<file path="src/rtl/final_sum_reduce_pkg.sv">
// Shared definitions for the function-evaluation block: widths, float
// constants, top-level opcodes and the final-sum adder state encoding.
package fe_defs;

  localparam int FLT_DATA_WIDTH    = 32;
  localparam int CORDIC_DATA_WIDTH = 32;
  localparam int EXP_BIAS          = 127;
  localparam int MANT_EXT          = 3;
  localparam int STATE_WIDTH       = 3;

  localparam logic [31:0] QNAN = 32'h7FC0_0000;

  typedef enum logic [1:0] {
    OP_CLEAR = 2'd0,
    OP_GO    = 2'd1,
    OP_READ  = 2'd2
  } opcode_t;

  typedef enum logic [STATE_WIDTH-1:0] {
    IDLE  = 3'd0,
    ALIGN = 3'd1,
    ADD   = 3'd2,
    NORM  = 3'd3,
    OUT   = 3'd4
  } fsr_state_t;

  // All-ones exponent with a non-zero fraction.
  function automatic logic is_nan(input logic [31:0] f);
    return (&f[30:23]) && (|f[22:0]);
  endfunction

  // All-ones exponent with a zero fraction.
  function automatic logic is_inf(input logic [31:0] f);
    return (&f[30:23]) && !(|f[22:0]);
  endfunction

endpackage

</file>
<file path="src/rtl/fp_lzc28.sv">
// Combinational leading-zero counter for the 28-bit adder result.
// Returns 28 when the input is all zeros.
module fp_lzc28 (
  input  logic [27:0] value,
  output logic [4:0]  count
);

  // Scan upward so the highest set bit wins.
  always_comb begin
    count = 5'd28;
    for (int i = 0; i < 28; i++) begin
      if (value[i]) count = 5'(27 - i);
    end
  end

endmodule

</file>
<file path="src/rtl/final_sum_reduce.sv">
// Multi-cycle single-precision adder that folds the two accumulator
// partial sums into one result. Fixed 4-cycle latency, truncating,
// denormals flushed to zero, no sticky bit.
module final_sum_reduce #(
  parameter int FLT_DATA_WIDTH = 32,
  parameter int MANT_EXT       = 3,
  parameter int STATE_WIDTH    = 3
) (
  input  logic                      clk,
  input  logic                      rst,
  input  logic                      clk_en,
  input  logic                      start,
  input  logic [FLT_DATA_WIDTH-1:0] sum_a,
  input  logic [FLT_DATA_WIDTH-1:0] sum_b,
  output logic [FLT_DATA_WIDTH-1:0] result,
  output logic                      done,
  output logic                      working
);
  import fe_defs::*;

  localparam int MW = 24 + MANT_EXT;  // extended significand
  localparam int SW = MW + 1;         // adder result incl. carry

  logic [STATE_WIDTH-1:0] state;
  logic [31:0]            op_a, op_b;
  logic                   sign_l, sign_s;
  logic [7:0]             exp_l;
  logic [MW-1:0]          man_l, man_s;
  logic [SW-1:0]          sum;
  logic                   special;
  logic [31:0]            packed_q;

  // ---- ALIGN-stage combinational view of the captured operands ----
  logic        zero_a, zero_b, a_big, l_zero, s_zero, spec_hit;
  logic [30:0] key_a, key_b;
  logic [31:0] l_word, s_word, spec_word;
  logic [7:0]  exp_diff, shamt;
  logic [MW-1:0] man_lx, man_sx;

  // Order by magnitude (zeros compare as 0), extend, and resolve specials.
  always_comb begin
    zero_a    = (op_a[30:23] == 8'd0);
    zero_b    = (op_b[30:23] == 8'd0);
    key_a     = zero_a ? 31'd0 : op_a[30:0];
    key_b     = zero_b ? 31'd0 : op_b[30:0];
    a_big     = (key_a >= key_b);
    l_word    = a_big ? op_a : op_b;
    s_word    = a_big ? op_b : op_a;
    l_zero    = a_big ? zero_a : zero_b;
    s_zero    = a_big ? zero_b : zero_a;
    man_lx    = l_zero ? '0 : {1'b1, l_word[22:0], {MANT_EXT{1'b0}}};
    man_sx    = s_zero ? '0 : {1'b1, s_word[22:0], {MANT_EXT{1'b0}}};
    exp_diff  = l_word[30:23] - s_word[30:23];
    shamt     = (exp_diff > 8'(MW)) ? 8'(MW) : exp_diff;
    spec_hit  = 1'b1;
    spec_word = QNAN;
    if (is_nan(op_a) || is_nan(op_b))       spec_word = QNAN;
    else if (is_inf(op_a) && is_inf(op_b))  spec_word = (op_a[31] != op_b[31]) ? QNAN : op_a;
    else if (is_inf(op_a))                  spec_word = op_a;
    else if (is_inf(op_b))                  spec_word = op_b;
    else begin
      spec_hit  = 1'b0;
      spec_word = 32'd0;
    end
  end

  // ---- NORM-stage combinational normalise and pack ----
  logic [4:0]        lz, lz_m1;
  logic [SW-1:0]     norm_sh;
  logic signed [9:0] exp_n;
  logic [22:0]       frac_n;
  logic [31:0]       norm_word;
  logic [3:0]        unused_norm_bits;

  fp_lzc28 u_lzc (.value(sum), .count(lz));

  // Leading one lands on bit MW-1; a carry shifts right instead.
  always_comb begin
    lz_m1   = lz - 5'd1;
    norm_sh = sum << lz_m1;
    if (sum[SW-1]) begin
      exp_n  = $signed({2'b00, exp_l}) + 10'sd1;
      frac_n = sum[SW-2 -: 23];
    end else begin
      exp_n  = $signed({2'b00, exp_l}) - $signed({5'b00000, lz_m1});
      frac_n = norm_sh[MW-2 -: 23];
    end
    if (sum == '0)              norm_word = {sign_l & sign_s, 31'd0};
    else if (exp_n >= 10'sd255) norm_word = {sign_l, 8'hFF, 23'd0};
    else if (exp_n <= 10'sd0)   norm_word = {sign_l, 31'd0};
    else                        norm_word = {sign_l, exp_n[7:0], frac_n};
  end

  assign unused_norm_bits = {norm_sh[SW-1], norm_sh[2:0]};

  // Sequencer: IDLE -> ALIGN -> ADD -> NORM -> OUT, all stalled by clk_en.
  always_ff @(posedge clk or posedge rst) begin
    if (rst) begin
      state    <= IDLE;
      op_a     <= '0;
      op_b     <= '0;
      sign_l   <= 1'b0;
      sign_s   <= 1'b0;
      exp_l    <= '0;
      man_l    <= '0;
      man_s    <= '0;
      sum      <= '0;
      special  <= 1'b0;
      packed_q <= '0;
      result   <= '0;
      done     <= 1'b0;
      working  <= 1'b0;
    end else if (clk_en) begin
      done <= 1'b0;
      case (state)
        IDLE: if (start) begin
          op_a    <= sum_a;
          op_b    <= sum_b;
          working <= 1'b1;
          state   <= ALIGN;
        end
        ALIGN: begin
          sign_l   <= l_word[31];
          sign_s   <= s_word[31];
          exp_l    <= l_word[30:23];
          man_l    <= man_lx;
          man_s    <= man_sx >> shamt;
          special  <= spec_hit;
          packed_q <= spec_word;
          state    <= ADD;
        end
        ADD: begin
          if (!special)
            sum <= (sign_l == sign_s) ? ({1'b0, man_l} + {1'b0, man_s})
                                      : ({1'b0, man_l} - {1'b0, man_s});
          state <= NORM;
        end
        NORM: begin
          if (!special) packed_q <= norm_word;
          state <= OUT;
        end
        OUT: begin
          result  <= packed_q;
          done    <= 1'b1;
          working <= 1'b0;
          state   <= IDLE;
        end
        default: state <= IDLE;
      endcase
    end
  end

endmodule
</file>
<file path="config.mk">
export PLATFORM = sky130hd
export DESIGN_NAME = final_sum_reduce
export DESIGN_NICKNAME = d
export VERILOG_FILES = /design/src/rtl/final_sum_reduce_pkg.sv /design/src/rtl/fp_lzc28.sv /design/src/rtl/final_sum_reduce.sv
export SDC_FILE = /design/constraint.sdc
export NUM_CORES = 1
export LEC_CHECK = 0
export CAP_MARGIN = 20
export CELL_PAD_IN_SITES_DETAIL_PLACEMENT = 1
export CELL_PAD_IN_SITES_GLOBAL_PLACEMENT = 2
export CORE_MARGIN = 3
export CORE_UTILIZATION = 37
export CTS_CLUSTER_DIAMETER = 60
export DETAILED_ROUTE_END_ITERATION = 10
export PLACE_DENSITY_LB_ADDON = 0.05
export SLEW_MARGIN = 20
export SYNTH_ARGS = -nofsm -noshare
export SYNTH_HDL_FRONTEND = slang
export SYNTH_HIERARCHICAL = 1
export SYNTH_SLANG_ARGS = --single-unit
</file>
<file path="constraint.sdc">
create_clock -name clk -period 10.9 [get_ports clk]
set_input_delay 2.18 -clock clk [delete_from_list [all_inputs] [get_ports clk]]
set_output_delay 2.18 -clock clk [all_outputs]
set_load 0.05 [all_outputs]
</file>
Word-level counts from Yosys, hierarchy flattened
Index checks and enable logic that the tools add are counted.
{ "word_totals": {"reg_bits": 226, "inputBits": 68, "out_inout_bits": 34, "wordCells": 120} }
{ "op_classes": {"muxes": 59, "n_shift": 2, "bitwise": 2, "eq_ne": 8, "add_sub_neg": 6, "order_cmp": 4, "n_reduce_logical": 25} }
{ "ops": {"columns": ["op", "count"], "rows": [
  ["two-way mux 32 bit", 9],
  ["two-way mux 31 bit", 4],
  ["two-way mux 5 bit", 16],
  ["case mux 32 bit (2 select lines)", 1],
  ["two-way mux 27 bit", 2],
  ["OR reduction 23 bit", 2],
  ["two-way mux 4 bit", 8],
  ["greater-or-equal comparator 31 bit", 1],
  ["adder 27 x 27 -> 28 bit", 1],
  ["zero test 28 bit", 1],
  ["two-way mux 28 bit", 1],
  ["left shift 28 x 5 -> 26 bit", 1],
  ["subtractor 27 x 27 -> 28 bit", 1],
  ["right shift 27 x 8 -> 27 bit", 1],
  ["two-way mux 23 bit", 1],
  ["zero test 8 bit", 2],
  ["AND reduction 8 bit", 2],
  ["two-way mux 3 bit", 5],
  ["case mux 3 bit (4 select lines)", 1],
  ["AND reduction 3 bit", 4],
  ["greater-or-equal comparator 10 x 9 -> 1 bit (second input constant)", 1],
  ["less-or-equal comparator 10 x 1 -> 1 bit (second input constant)", 1],
  ["two-way mux 10 bit", 1],
  ["adder 8 x 1 -> 9 bit (second input constant)", 1],
  ["21 further kinds", 38]
]} }

Depth between registers and ports, before layout
Gate-level depths: netlist of run 1.
{ "depth": {"word_depth": 37, "depth_mapped": 29, "mapped_depth_nobuf": 23} }

By module
The synthesis of run 1 kept the hierarchy.
{ "modules_own_cells": {"columns": ["module", "area_each_um2", "cells_per_inst", "seq_area_each_um2", "instances"], "rows": [
  ["final_sum_reduce", 16107.9, 1920, 5580.4, 1],
  ["fp_lzc28", 336.6, 60, 0.0, 1]
]} }

Worst setup path after synthesis of run 1
OpenSTA, ideal clock, no wires.
{ "synth_timing": {"path_kind": "register -> register", "startpoint": "reg op_a[26]", "endpoint": "reg man_s[1]", "stages_incl_launch_ff": 27, "period_less_slack_ps": 6386, "setup_time_ps": 132, "path_buffers": 7, "t_arrival_ps": 6253, "required_time_ps": 10768, "setup_slack_ps": 4514, "cell_sequence": "dfrtp_1 > clkbuf_1 > nor4_1 > nand2_1 > clkbuf_1 > and2_1 > ha_1 > a21oi_1 > o21ai_1 > a2111o_1 > o21ba_1 > buf_6 > nor2_1 > buf_2 > clkbuf_1 > clkbuf_1 > buf_2 > a21boi_0 > ha_1 > or4_4 > o211ai_1 > o21ai_0 > or4_1 > a32oi_2 > nor2_2 > a2111oi_4 > nor4_2"} }
{ "synth_between": {"elab_chain_len": 8, "elab_cells_between_ends": 11, "classes_between": "add/sub: 1; order compare: 2; shift: 1; mux: 6; reduce/logical: 1"} }
{ "synth_lines": {"columns": ["item", "line", "rtl"], "rows": [
  ["from (decl)", "final_sum_reduce.sv:25", "logic [31:0] op_a, op_b;"],
  ["from (signal assigned)", "final_sum_reduce.sv:117", "op_a <= sum_a;"],
  ["zero test 8 bit", "final_sum_reduce.sv:42", "zero_a = (op_a[30:23] == 8'd0);"],
  ["two-way mux 31 bit", "final_sum_reduce.sv:44", "key_a = zero_a ? 31'd0 : op_a[30:0];"],
  ["greater-or-equal comparator 31 bit", "final_sum_reduce.sv:46", "a_big = (key_a >= key_b);"],
  ["two-way mux 32 bit, on equally long branches", "final_sum_reduce.sv:47, final_sum_reduce.sv:48", null],
  ["subtractor 8 bit", "final_sum_reduce.sv:53", "exp_diff = l_word[30:23] - s_word[30:23];"],
  ["> comparator 8 x 5 -> 1 bit", "final_sum_reduce.sv:54", "shamt = (exp_diff > 8'(MW)) ? 8'(MW) : exp_diff;"],
  ["two-way mux 8 bit", "final_sum_reduce.sv:54", null],
  ["right shift 27 x 8 -> 27 bit (*)", "final_sum_reduce.sv:127", "man_s <= man_sx >> shamt;"],
  ["to (signal assigned)", "final_sum_reduce.sv:127", null],
  ["to (decl)", "final_sum_reduce.sv:28", "logic [MW-1:0] man_l, man_s;"]
]} }
Every way passes the cells marked *; elsewhere a longest branch is shown, timed or not.
A chain may end at the register's enable or synchronous reset.

Worst setup path in the final report of run 1
{ "layout_timing": {"startpoint": "reg op_a[27]", "endpoint": "reg man_s[1]"} }
The elaborated chain is that of the path after synthesis.

==> run metrics, run 1 <==
top cells by area in the synthesized netlist=dfrtp_1 (34%), nand2_1 (8.4%), mux2_2 (5.1%); RSZ-0062 raised after global routing=false; vias post-DR=approximately 15,000; vias in the first global route=15,600; number of antenna diodes=0; Hold Buf Count CTS=0; clk sinks=223; CP Launch Point=op_a[27]; most frequent CP cell=nand2_1; Detailed Route Iter0 Violations=roughly 1,100; count of pins over their slew limit=0; area grow syn2layout=15.5%; core region area=0.0435 mm²; min-delay worst type=reg2reg; setup_tns=0 ns; Max Buffers Root-to-Sink=3; commonest non-fill, non-tap cell in the layout=nand2_1; Final Wtd Congestion=0.956; reg2reg end=man_s[1]; Die Area=0.0470 mm²; CTS Buf Count=31; initial antenna violation count=0; synth warn=6; Final min period=7.26 ns; WP data arrival=approximately 7.7 ns; first-pass GRT wire length=96,100 µm; hold path endpoint=result[10]; DR pass1 iterations=5; GRT Total Usage=25.9%; hold path depth=2; antenna viol nets, final=0; Crit-path slowest cell=nor2_2; clk_lat worst skew=slightly below 0.6 ns; Final setup viols=0; Slew HR=28.2%; WP data required=11.36 ns; Max-cap violations=0; DRC viols=0; wire per inst=~24 µm; Setup CP Type=reg2reg; Die Wd=217 µm; Seq/Total Area, Yosys=between 30% and 40%; number of synthesized flops with an enable pin=0; pin count of the biggest net entering global routing=149; grt ovf=0; status=completed; Worst Reg-to-Reg Cells=20; Yosys top cell by area=dfrtp_1; root buf cell=clkbuf_16; die height=217 µm; post-route clock period utilization=66.6%; dominant synthesized flop cell=dfrtp_1; Initial Util=approximately 38%; wire length after detailed routing=61,700 µm; Critical Path Max Stage Delay=0.73 ns; Worst-Margin Slew=1.08 ns; crit-path cells=nor4_1, nand2_1, and2_1, ha_1, nand4_1, nor4_1, a2111o_1, o21ba_1, o21ai_1, a21boi_0, ha_1, a2bb2oi_1, o211ai_1, a211oi_2, o22a_1, nand2_1, nor2_2, nand2_1, a211oi_1, nor4_2; htree depth=1; row count=76; Final #Nets=2,148; cell count after synthesis=1,980; CP endpoint kind=flop; DR vias/cell=5.87; Post-Syn Nets=2,116; Yosys reg bits=223; Yosys cell types=a little under 100; maximum clock frequency=138 MHz; CTS tree=done; Clk pin slew, worst setup/hold paths=0.06 ns; DP Wirelength=46,800 µm; share of layout cells above drive strength 1=9.93%; r2r startpoint=op_a[27]; Worst Hold Launch=packed_q[10]; most frequent cells in the layout=nand2_1 (367), dfrtp_1 (223), o21ai_0 (168); Critical Path Source Type=flop; filler instances=around 5,200; Worst R2R Setup Slack=approximately 3.6 ns; Async SR Flop Fraction=100%; Mapped Avg Cell Area=8.31 µm²; final hold violation count=0; share of the synthesized area in the top cell type=33.9%; Layout Skew=roughly 0.011 ns; Syn Std Cell Area=0.0164 mm²; CP max FO=24; CTS resizes=0; Post-CTS Setup Inserts=0; number of top-level pins=~100; number of port buffers=101
==> worst max-delay path: cells and delay by family (launching register included) <==
family	cells	cell delay, ns
compound gates	9	2.58
fa+ha+maj	2	0.55
flops	1	0.46
simple gates	9	3.51
==> state kept, by name, indices dropped and copies added (netlist names), 3 cells and up <==
name,cells
op_b,32
sum,28
result,32
op_a,32
packed_q,32
exp_l,8
man_s,27
state,3
man_l,24
==> final cells by class <==
| class | count | area (µm²) | share of cell area, % |
|---|---|---|---|
| clock inverters | 16 | 235 | 1.24 |
| clock buffers | 39 | 836 | 4.40 |
| multi-input cells | 1594 | 10200 | 53.9 |
| inverters | 38 | 155 | 0.817 |
| flip-flops and latches | 223 | 5580 | 29.4 |
| repair buffers | 124 | 1220 | 6.44 |
| well taps | 585 | 732 | 3.85 |
==> logic make-up (layout without fill, tap and decap cells) <==
group | Yosys count | count (layout) | synth area share [%]
simple gates | 788 | 788 | 22.3
xor+xnor | 56 | 56 | 2.98
mux | 141 | 141 | 9.62
compound gates | 541 | 541 | 21.7
buf+inv | 163 | 217 | 4.15
fa+ha+maj | 68 | 68 | 5.27
flops | 223 | 223 | 33.9
==> synthesized netlist by cell type (all sizes together), types with 27 or more instances <==
cell    instances
a211oi         27
a21oi         105
and2           32
buf            33
clkbuf         92
dfrtp         223
ha             66
inv            36
mux2           76
mux2i          59
nand2         369
nand3          55
nor2          149
nor3           36
nor4           35
o21ai         177
o31ai          43
xnor2          44
==> per-stage QoR <==
step                area, µm²  worst slack, ns  cells  hold WS, ns  util, %
finish                  19000             3.64   2619        0.471     43.7
global route            19000             2.95   2619        0.498     43.7
CTS                     18900             3.65   2617        0.477     43.6
detailed placement      17900             3.70   2562        0.463     41.1
global placement        17900             3.94   2562        0.454     41.1
floorplan               16400             2.61   1980        0.439        -
==> worst max-delay path by stage <==
| stage | slack (ns) | end | cells past startpoint |
|---|---|---|---|
| finish | 3.64 | man_s[1] | 20 |
| floorplan | 2.61 | done | 1 |
| detailed placement | 3.70 | man_s[1] | 19 |
| global placement | 3.94 | man_s[1] | 19 |
| CTS | 3.65 | man_s[1] | 20 |
| global route | 2.95 | man_s[1] | 19 |
==> layer usage <==
layer  part of all wire (%)  wire length [µm]  vias to the layer above  GRT usage [%]
li1                       -                 -                     7286              -
met1                     46             28100                     7677           35.0
met2                     48             29900                      327           44.9
met3                    3.5              2160                       81           2.49
met4                    2.5              1540                        0           6.13
met5                      0                 0                        -              0
Power of run 1 is left out: the tool's default activity adds up to more than one toggle a clock period on the data nets, which glitch-free logic cannot reach.
==> run 2, diff against run 1 <==
CORE_UTILIZATION = 34   (was 37)
clock period = 6.54 ns   (was 10.9 ns; I/O delays follow)
==> run metrics, run 2 (same netlist as run 1, synthesis figures left out) <==
initial antenna violation count=1 (+1); Final setup viols=0 (unchanged); Worst-Margin Slew=1.13 ns (+0.0501 ns); die height=226 µm (+4.2%); WP data arrival=6.56 ns (-1.16 ns); Final min period=6.13 ns (-1.13 ns); Initial Util=34.9% (-3.0 points); share of layout cells above drive strength 1=12.8% (+2.9 points); RSZ-0062 raised after global routing=false; grt ovf=0 (unchanged); Max-cap violations=0 (unchanged); Final #Nets=2,204 (+2.6%); final hold violation count=0 (unchanged); clk sinks=223 (unchanged); Post-CTS Setup Inserts=0 (unchanged); DR pass1 iterations=6 (+1); dpl cells=2,639 (+3.0%); vias in the first global route=16,200 (+3.3%); Worst Reg-to-Reg Cells=19 (-5.0%); number of top-level pins=102 (unchanged); vias post-DR=15,700 (+2.4%); WP data required=6.97 ns (-4.39 ns); pin count of the biggest net entering global routing=114 (-23%); DP Wirelength=51,000 µm (+8.9%); Die Area=0.0510 mm² (+8.6%); DRC viols=0 (unchanged); post-route clock period utilization=93.7% (+27 points); area grow syn2layout=18.6%; first-pass GRT wire length=102,000 µm (+5.9%); wire length after detailed routing=65,900 µm (+6.9%); Clk pin slew, worst setup/hold paths=0.06 ns (about the same); CP max FO=24 (unchanged); count of pins over their slew limit=0 (unchanged); Layout Skew=0.0243 ns (+0.0129 ns); htree depth=2 (+1); CTS tree=done; CP endpoint kind=flop; Setup CP Type=reg2reg; DR vias/cell=5.83 (-0.72%); maximum clock frequency=163 MHz (+19%); commonest non-fill, non-tap cell in the layout=nand2_1; CTS Buf Count=34 (+9.7%); status=completed; Hold Buf Count CTS=0 (unchanged); Final Wtd Congestion=0.923 (-3.4%); Slew HR=24.0% (-4.1 points); Non-Filler Instances=2,700 (+3.1%); Final WS setup=0.410 ns (-3.23 ns); Max Buffers Root-to-Sink=3 (unchanged); antenna viol nets, final=0 (unchanged); root buf cell=clkbuf_16; hold path depth=2 (unchanged); most frequent cells in the layout=nand2_1 (366), dfrtp_1 (223), o21ai_0 (164); Detailed Route Iter0 Violations=1,037 (-6.5%); number of port buffers=101 (unchanged); GRT Total Usage=25.9% (+0.053 points); setup_tns=0 ns (unchanged); Critical Path Source Type=flop; min-delay worst type=reg2reg; row count=79 (+3.9%); core region area=0.0471 mm² (+8.5%); CTS resizes=0 (unchanged); clk_lat worst skew=0.54 ns (-0.05 ns); pre-CTS setup slack=0.319 ns (-3.38 ns); wire per inst=24.4 µm (+3.7%); Die Wd=226 µm (+4.2%)
-- run 2: cell count changes in the layout (fill, tap and decap cells not counted), sizes merged --
cell      delta
diode        +1
clkinvlp     +3
bufinv       -2
clkbuf       +3
buf         +53
clkinv       +1
-- run 2: through the flow --
stage	area (µm²)	hold slack (ns)	util, %
2_1_floorplan	16400	0.439	-
3_3_place_gp	18300	0.451	38.8
3_5_place_dp	18300	0.451	38.9
4_1_cts	19500	0.466	41.3
5_1_grt	19500	0.496	41.4
6_report	19500	0.464	41.4
-- run 2: final timing paths --
path | start | end | slack [ns]
max in group asynchronous | rst | sum[24] | 4.11
worst max register to register | op_a[23] | man_s[5] | 0.41
worst min register to register | packed_q[13] | result[13] | 0.46
worst min-delay path | packed_q[13] | result[13] | 0.46
min in group asynchronous | rst | op_a[22] | 1.29
worst max-delay path | op_a[23] | man_s[5] | 0.41
-- run 2: layout make-up --
type                            count  area, µm²
Tap cell                          607        759
Multi-Input combinational cell   1594      10300
Clock inverter                     18        190
Clock buffer                       42        952
Inverter                           38        146
Sequential cell                   223       5580
Antenna cell                        1       2.50
Timing Repair Buffer              177       1610
Fill cell                        5563      27600
-- run 2: worst max-delay path, cell delays in order (launching register included) --
cell	delay [ns]
dfrtp_1	0.45
nor4_1	0.44
nand2_1	0.13
buf_4	0.23
and2_1	0.21
ha_1	0.32
nand4_1	0.14
or4_4	0.51
o21ba_1	0.33
o21ai_1	0.17
a21boi_0	0.18
ha_1	0.26
or4_4	0.57
o211ai_1	0.19
o21ai_1	0.20
or3_4	0.52
mux2_1	0.36
mux2i_1	0.37
a211oi_2	0.21
o221ai_1	0.22
-- run 2: metal layers --
metal / part of all wire, % / GRT usage (%) / vias to the layer above
met5: 0 / 0 / -
met4: 2.2 / 6.31 / 0
met3: 3.4 / 3.11 / 84
met2: 49 / 44.5 / 302
met1: 45 / 34.9 / 7954
li1: - / - / 7393
Power of run 2 is left out for the same reason.
==> run 3, diff against run 2 <==
CTS_BUF_LIST = sky130_fd_sc_hd__clkbuf_8 sky130_fd_sc_hd__clkbuf_16   (was unset)
==> run metrics, run 3 (same netlist as run 1, synthesis figures left out) <==
Post-CTS Setup Inserts=0 (unchanged); Final #Nets=2,204 (unchanged); Critical Path Source Type=flop; Final min period=6.13 ns (-0.00103 ns); reg2reg end=man_s[0]; Detailed Route Iter0 Violations=1,037 (unchanged); Initial Util=34.9% (unchanged); DR vias/cell=5.82 (about the same); CP endpoint kind=flop; antenna viol nets, final=0 (unchanged); Worst R2R Setup Slack=0.41 ns (about the same); met2 GRT Util=44.5% (unchanged); CTS tree=done; wire per inst=24.4 µm (about the same); core region area=0.0471 mm² (unchanged); Max Buffers Root-to-Sink=3 (unchanged); status=completed; CP max FO=24 (unchanged); most frequent cells in the layout=nand2_1 (366), dfrtp_1 (223), o21ai_0 (164); initial antenna violation count=1 (unchanged); Final setup viols=0 (unchanged); root buf cell=clkbuf_16; pin count of the biggest net entering global routing=114 (unchanged); Die Area=0.0510 mm² (unchanged); crit path to=man_s[0]; met3 usage=3.11% (unchanged); post-route clock period utilization=93.7% (about the same); vias in the first global route=16,200 (unchanged); first-pass GRT wire length=102,000 µm (unchanged); RSZ-0062 raised after global routing=false; grt ovf=0 (unchanged); row count=79 (unchanged); clk sinks=223 (unchanged); Clk pin slew, worst setup/hold paths=0.06 ns (about the same); CTS Buf Count=34 (unchanged); min-delay worst type=reg2reg; clk_lat worst skew=0.54 ns (about the same); DP Wirelength=51,000 µm (unchanged); Slew HR=24.2% (+0.22 points); share of layout cells above drive strength 1=12.8% (unchanged); GRT Max-Usage Layer=met2; htree depth=2 (unchanged); vias post-DR=15,700 (-0.038%); number of port buffers=101 (unchanged); GRT Total Usage=25.9% (unchanged); r2r startpoint=op_a[23]; die height=226 µm (unchanged); commonest non-fill, non-tap cell in the layout=nand2_1; Max-cap violations=0 (unchanged); DRC viols=0 (unchanged); WP data arrival=6.53 ns (-0.03 ns); Hold Buf Count CTS=0 (unchanged); WP data required=6.94 ns (-0.03 ns); Layout Skew=0.0250 ns (+0.000648 ns); Die Wd=226 µm (unchanged); final hold violation count=0 (unchanged); Setup CP Type=reg2reg; number of top-level pins=102 (unchanged); maximum clock frequency=163 MHz (about the same); setup_tns=0 ns (unchanged); GRT met1 Usage=34.9% (unchanged); count of pins over their slew limit=0 (unchanged); Worst Reg-to-Reg Cells=22 (+3); DR pass1 iterations=6 (unchanged); Final Wtd Congestion=0.923 (unchanged); Hold Slack=0.464 ns (unchanged); CTS resizes=0 (unchanged); CP Launch Point=op_a[23]; wire length after detailed routing=65,900 µm (about the same); area grow syn2layout=18.6% (unchanged); Worst-Margin Slew=1.12 ns (-0.00324 ns)
## run 3: how the worst min path moves through the flow
stage,from,to,cells past startpoint
2_1_floorplan,packed_q[0],result[0],2
3_3_place_gp,packed_q[13],result[13],2
3_5_place_dp,packed_q[13],result[13],2
4_1_cts,packed_q[13],result[13],2
5_1_grt,packed_q[13],result[13],2
6_report,packed_q[13],result[13],2
## run 3: area by class of cell
class,instances,area [µm²]
Inverter,38,146
Timing Repair Buffer,177,1610
Clock buffer,40,945
Sequential cell,223,5580
Antenna cell,1,2.50
Fill cell,5563,27600
Tap cell,607,759
Multi-Input combinational cell,1594,10300
Clock inverter,20,198
## run 3: critical path, stage by stage (launching register included)
cell	delay, ns
dfrtp_1	0.45
nor4_1	0.44
nand2_1	0.13
buf_4	0.23
and2_1	0.21
ha_1	0.32
nand4_1	0.14
or4_4	0.51
o21ba_1	0.33
o21ai_1	0.17
a21boi_0	0.18
ha_1	0.26
a2bb2oi_1	0.19
o211ai_1	0.18
a211oi_2	0.36
o22a_1	0.34
buf_4	0.20
nand2_1	0.11
nor2_2	0.28
buf_4	0.28
nor2_1	0.16
o211a_1	0.15
or3b_1	0.37
## run 3: per-stage QoR
stage,std cells,utilization (%),setup slack [ns],area (µm²)
after floorplan,1980,-,0.154,16400
after global placement,2638,38.8,0.460,18300
after detailed placement,2639,38.9,0.319,18300
after CTS,2699,41.3,0.254,19500
after global routing,2699,41.4,0.0344,19500
final,2700,41.4,0.411,19500
## run 3: layer usage
layer / vias up / wire, µm
li1: 7391 / -
met4: 0 / 1430
met1: 7948 / 29800
met3: 83 / 2380
met5: - / 0
met2: 305 / 32300
Power of run 3 is left out for the same reason.
